File: src/rtl/timer_if.sv
// Processor-bus responder port for the countdown timer: select, write strobe,
// word offset, write/read data and the level interrupt.
interface timer_if;
    localparam int unsigned DW = 32;
    localparam int unsigned AW = 2;

    logic          sel;
    logic [AW-1:0] addr;
    logic          we;
    logic [DW-1:0] din;
    logic [DW-1:0] dout;
    logic          irq;

    // Bridge side drives the access, reads back data and interrupt
    modport master (
        output sel,
        output addr,
        output we,
        output din,
        input  dout,
        input  irq
    );

    // Timer side decodes the access, returns data and interrupt
    modport slave (
        input  sel,
        input  addr,
        input  we,
        input  din,
        output dout,
        output irq
    );
endinterface

File: src/rtl/timer_dev.sv
// Programmable countdown timer: CTRL/PRESET/COUNT register file, a
// load/count/interrupt state machine and a level interrupt (IP & IM).
module timer_dev (
    input  logic    clk,
    input  logic    rst,
    timer_if.slave  bus
);
    localparam int unsigned DW = 32;

    localparam logic [1:0] ADDR_CTRL   = 2'd0;
    localparam logic [1:0] ADDR_PRESET = 2'd1;
    localparam logic [1:0] ADDR_COUNT  = 2'd2;

    localparam logic [1:0] MODE_AUTO = 2'b01;

    typedef enum logic [1:0] {
        S_IDLE = 2'd0,
        S_LOAD = 2'd1,
        S_CNT  = 2'd2,
        S_INT  = 2'd3
    } state_t;

    state_t        state_q, state_d;
    logic          en_q, en_d;
    logic [1:0]    mode_q, mode_d;
    logic          im_q, im_d;
    logic          ip_q, ip_d;
    logic [DW-1:0] preset_q, preset_d;
    logic [DW-1:0] count_q, count_d;

    logic          wr_c;
    logic          int_entry_c;
    logic          oneshot_done_c;

    assign wr_c = bus.sel & bus.we;

    // State and register file
    always_ff @(posedge clk or posedge rst) begin
        if (rst) begin
            state_q  <= S_IDLE;
            en_q     <= 1'b0;
            mode_q   <= 2'b00;
            im_q     <= 1'b0;
            ip_q     <= 1'b0;
            preset_q <= '0;
            count_q  <= '0;
        end else begin
            state_q  <= state_d;
            en_q     <= en_d;
            mode_q   <= mode_d;
            im_q     <= im_d;
            ip_q     <= ip_d;
            preset_q <= preset_d;
            count_q  <= count_d;
        end
    end

    // Next-state: FSM actions first, then bus writes, so a CTRL write beats
    // the one-shot En clear and an INT entry beats the CTRL write's IP clear
    always_comb begin
        state_d        = state_q;
        en_d           = en_q;
        mode_d         = mode_q;
        im_d           = im_q;
        ip_d           = ip_q;
        preset_d       = preset_q;
        count_d        = count_q;
        int_entry_c    = 1'b0;
        oneshot_done_c = 1'b0;

        case (state_q)
            S_IDLE: begin
                if (en_q) begin
                    state_d = S_LOAD;
                end
            end
            S_LOAD: begin
                count_d = preset_q;
                state_d = S_CNT;
            end
            S_CNT: begin
                if (!en_q) begin
                    state_d = S_IDLE;
                end else if (count_q == '0) begin
                    state_d     = S_INT;
                    int_entry_c = 1'b1;
                end else begin
                    count_d = count_q - DW'(1);
                end
            end
            S_INT: begin
                if (mode_q == MODE_AUTO) begin
                    state_d = S_LOAD;
                end else begin
                    state_d        = S_IDLE;
                    oneshot_done_c = 1'b1;
                end
            end
            default: state_d = S_IDLE;
        endcase

        if (oneshot_done_c) begin
            en_d = 1'b0;
        end

        if (wr_c && bus.addr == ADDR_CTRL) begin
            en_d   = bus.din[0];
            mode_d = bus.din[2:1];
            im_d   = bus.din[3];
            ip_d   = 1'b0;
        end

        if (wr_c && bus.addr == ADDR_PRESET) begin
            preset_d = bus.din;
        end

        if (int_entry_c) begin
            ip_d = 1'b1;
        end
    end

    // Combinational read mux; offset 3 reads as zero
    always_comb begin
        bus.dout = '0;
        case (bus.addr)
            ADDR_CTRL:   bus.dout = {27'd0, ip_q, im_q, mode_q, en_q};
            ADDR_PRESET: bus.dout = preset_q;
            ADDR_COUNT:  bus.dout = count_q;
            default:     bus.dout = '0;
        endcase
    end

    assign bus.irq = ip_q & im_q;

endmodule

File: src/flat_wrapper.sv
// flat-port wrapper written by rule: the top's interface ports become plain ports
module timer_dev_flat 
  (clk, rst, bus_sel, bus_addr, bus_we, bus_din, bus_dout, bus_irq);
  timer_if bus_i ();
  input  logic clk;
  input  logic rst;
  input wire logic [$bits(bus_i.sel)-1:0] bus_sel;
  input wire logic [$bits(bus_i.addr)-1:0] bus_addr;
  input wire logic [$bits(bus_i.we)-1:0] bus_we;
  input wire logic [$bits(bus_i.din)-1:0] bus_din;
  output wire logic [$bits(bus_i.dout)-1:0] bus_dout;
  output wire logic [$bits(bus_i.irq)-1:0] bus_irq;
  assign bus_i.sel = bus_sel;
  assign bus_i.addr = bus_addr;
  assign bus_i.we = bus_we;
  assign bus_i.din = bus_din;
  assign bus_dout = bus_i.dout;
  assign bus_irq = bus_i.irq;
  timer_dev u_core (.clk(clk), .rst(rst), .bus(bus_i));
endmodule
File: config.mk
export PLATFORM = sky130hd
export DESIGN_NAME = timer_dev_flat
export DESIGN_NICKNAME = d
export VERILOG_FILES = /design/src/rtl/timer_if.sv /design/src/rtl/timer_dev.sv /design/src/flat_wrapper.sv
export SDC_FILE = /design/constraint.sdc
export NUM_CORES = 1
export LEC_CHECK = 0
export ABC_CLOCK_PERIOD_IN_PS = 2400
export CORE_MARGIN = 5
export CORE_UTILIZATION = 48
export DETAILED_ROUTE_END_ITERATION = 8
export PLACE_DENSITY = 0.76
export SYNTH_ARGS = -nofsm -noshare
export SYNTH_HDL_FRONTEND = slang
export SYNTH_SLANG_ARGS = --single-unit
File: constraint.sdc
create_clock -name clk -period 2.4 [get_ports clk]
set_input_delay 0.36 -clock clk [delete_from_list [all_inputs] [get_ports clk]]
set_output_delay 0.36 -clock clk [all_outputs]
set_load 0.005 [all_outputs]
==> run metrics <==
vias in the first global route=around 4000; CP peak stage delay=between 0.5 and 0.6 ns; Post-route DRC=0; Tmin final=between 2 and 2.5 ns; die span in x=roughly 100 um; Hold Slack=0.3954 ns; r2r setup slk=0.05 ns; worst relative slew slack=about 69%; Post-synth top flop=dfrtp_1; final period utilization=between 90 and 100%; Core Region=~8600 sq um; critical path required time=2.64 ns; routability cong.=between 0.8 and 0.9; PwrDens=between 1000 and 1500 nW/um^2; largest net degree at the start of global routing=72; Layout Nets=around 570; CTS Sinks=between 70 and 80; Fmax=0.4256 GHz; HPWL after DPL=a little over 8000 um; Port-buffer cells=70; WP buf/inv=1; Leak=2.302 nW; leading area contributor after synthesis=dfrtp_1; final clock skew=~0.0078 ns; WL final=approximately 12000 um; # hold bufs at CTS=0; worst-margin pin slew=approximately 0.46 ns; Tightest Hold Check Type=in2async; FF-to-FF Start=u_core.count_q[29]$_DFFE_PP0P_; Post-Syn Area per Cell=a little under 10 sq um; CTS clk-pin slew, worst paths=around 0.080 ns; post-synthesis cell type count=between 50 and 60; worst-path maximum fanout=13; Worst Path Class, Setup=reg2reg; CP Cell Sequence=or4_4 -> or4_1 -> o31a_1 -> buf_4 -> o21a_1 -> o22a_1; Area after DPL=about 5300 sq um; WL met1=around 5100 um; Startpoint Class=flop; TritonRoute pass-1 iters=5; Root Driver=clkbuf_8; # diodes=0; Slew Limit Fails=0; clk buf depth=2; row cnt=34; gr ovfl total=0; share of the synthesized area in the top cell type=42.86%; Num CTS Buffers=9; gr usage total=between 20% and 30%; register area share after synthesis=approximately 43%; layout cells sized above 1=between 20% and 30%; final hold vios=0; Die ar.=roughly 11000 sq um; Yosys Warn Count=0; 1st-iter DRT viols=around 300; Top Layer Used=met4; Final ANT Viol Nets=0; Synthesized Nets=roughly 470; asr flop ratio synth=100.0%; status=completed; met2 WL=roughly 6100 um; final setup fails=0; CTS tree=built; Netlist Area Pre-Place=4145 sq um; Die Height=102.9 um; Top delay family on crit path=simple AND/OR/NAND/NOR gates; R2R Path End=u_core.count_q[23]$_DFFE_PP0P_; Post-synth EDFFs=0; routed len/inst=19.17 um; Area Overhead vs Synth=35.22%; vias after detailed routing=between 4000 and 5000; #FFs+latches synth=slightly above 70; worst reg2reg path depth=6; initial antenna violation count=0; IO Pins=71; maximum ir drop on the vdd rail=607.0 uV; CTS H-tree lvls=3; Post-Synthesis Cells=between 400 and 500; initial core utilization=between 40% and 50%; Setup crit end kind=flop; Via density=~6.3; Critical Path AT=between 2 and 3 ns; post-route cell area=roughly 5600 sq um; Max Cap Viol=0; first-pass GRT wire length=~19000 um; Critical-path top delay cell=or4_4; later-pin clock latency in the skew report=about 0.35 ns; routed wl met3=just under 900 um; largest cells by area after synthesis=dfrtp_1 43%, mux2_2 9.5%, a22o_1 5.7%
==> registers in the layout (all words and copies together) (netlist names) <==
name and flops:
u_core.count_q 32, u_core.en_q 1, u_core.im_q 1, u_core.ip_q 1, u_core.mode_q 2, u_core.preset_q 32
u_core.state_q 2
==> what timing repair did <==
item / CTS / global route
gates resized for setup: 1 / 11
cloned: 0 / 2
setup buffers: 0 / 1
endpoints found under the setup margin: 1 / 50
pin swaps: 0 / 2
endpoints found under the hold margin: 0 / 0
==> through the flow <==
stage	worst slack (ns)	TNS (ns)	instances	power, W	util [%]
floorplan	0.0003915	0	422	0.004116	-
detailed placement	-0.008379	-0.008379	620	0.005424	61.74
global route	-0.001881	-0.001998	639	0.007085	65.55
global placement	0.05580	0	620	0.005307	61.74
finish	0.05029	0	639	0.006640	65.55
CTS	0.01344	0	636	0.006546	64.41
==> cells in the final DEF (no fill, tap or decap), drive strengths merged, types with 12 or more instances in the layout <==
| cell type | netlist | routed |
|---|---|---|
| dfrtp | 71 | 71 |
| clkdlybuf4s50 | 0 | 68 |
| buf | 10 | 49 |
| mux2 | 35 | 35 |
| nand2 | 30 | 30 |
| a22o | 27 | 27 |
| a21oi | 24 | 24 |
| nor2 | 22 | 22 |
| o21ai | 21 | 21 |
| clkbuf | 18 | 15 |
| nor3 | 14 | 14 |
| inv | 12 | 12 |
==> worst reg2reg max path: stages (launching register included) <==
cell and delay [ns]:
dfrtp_1 0.42, or4_4 0.54, or4_1 0.50, o31a_1 0.30, buf_4 0.19, o21a_1 0.12
o22a_1 0.18
==> how the worst max path moves through the flow <==
stage,start,to,cells past startpoint
after global routing,u_core.count_q[29]$_DFFE_PP0P_,u_core.count_q[9]$_DFFE_PP0P_,7
after global placement,bus_addr[1],bus_dout[17],5
after detailed placement,u_core.count_q[15]$_DFFE_PP0P_,u_core.count_q[23]$_DFFE_PP0P_,6
final,u_core.count_q[29]$_DFFE_PP0P_,u_core.count_q[23]$_DFFE_PP0P_,6
after floorplan,u_core.count_q[15]$_DFFE_PP0P_,u_core.count_q[16]$_DFFE_PP0P_,8
after CTS,bus_addr[1],bus_dout[17],5
==> Yosys cell counts, drive strengths merged, types with 11 or more instances <==
library cell,number
a21oi,24
a22o,27
clkbuf,18
dfrtp,71
inv,12
mux2,35
nand2,30
nand3,11
nor2,22
nor3,14
o21ai,21
o22ai,11
or3,11
==> power by group <==
group | leakage, nW | internal (W) | total (W) | switching [W]
clock network | 0.114 | 0.000642 | 0.00110 | 0.000453
registers | 0.850 | 0.00166 | 0.00217 | 0.000516
logic | 1.34 | 0.00165 | 0.00337 | 0.00172
total | 2.30 | 0.00395 | 0.00664 | 0.00269
==> layout make-up <==
cell class	instances	area (sq um)
fill	694	2945
multi-input combinational	310	2243
sequential	71	1777
timing repair buffer	121	1177
clock buffer	13	158.9
tap	108	135.1
clock inverter	3	65.06
inverter	13	48.80
==> logic make-up after synthesis <==
logic type / share of synthesized area [%]
buffers and inverters: 4.014
adder cells (fa/ha/maj): 1.509
AO/OA/AOI/OAI: 23.82
flip-flops: 42.86
multiplexers: 11.44
XOR/XNOR: 0.4227
AND/OR/NAND/NOR: 15.94
==> per-layer routing <==
metal | track usage [%] | vias to the layer above
met2 | 38.92 | 191
met1 | 30.38 | 1968
li1 | - | 1834
met4 | 5.976 | 0
met3 | 4.330 | 26
met5 | 0 | -
(Power assumes the default switching activity.)
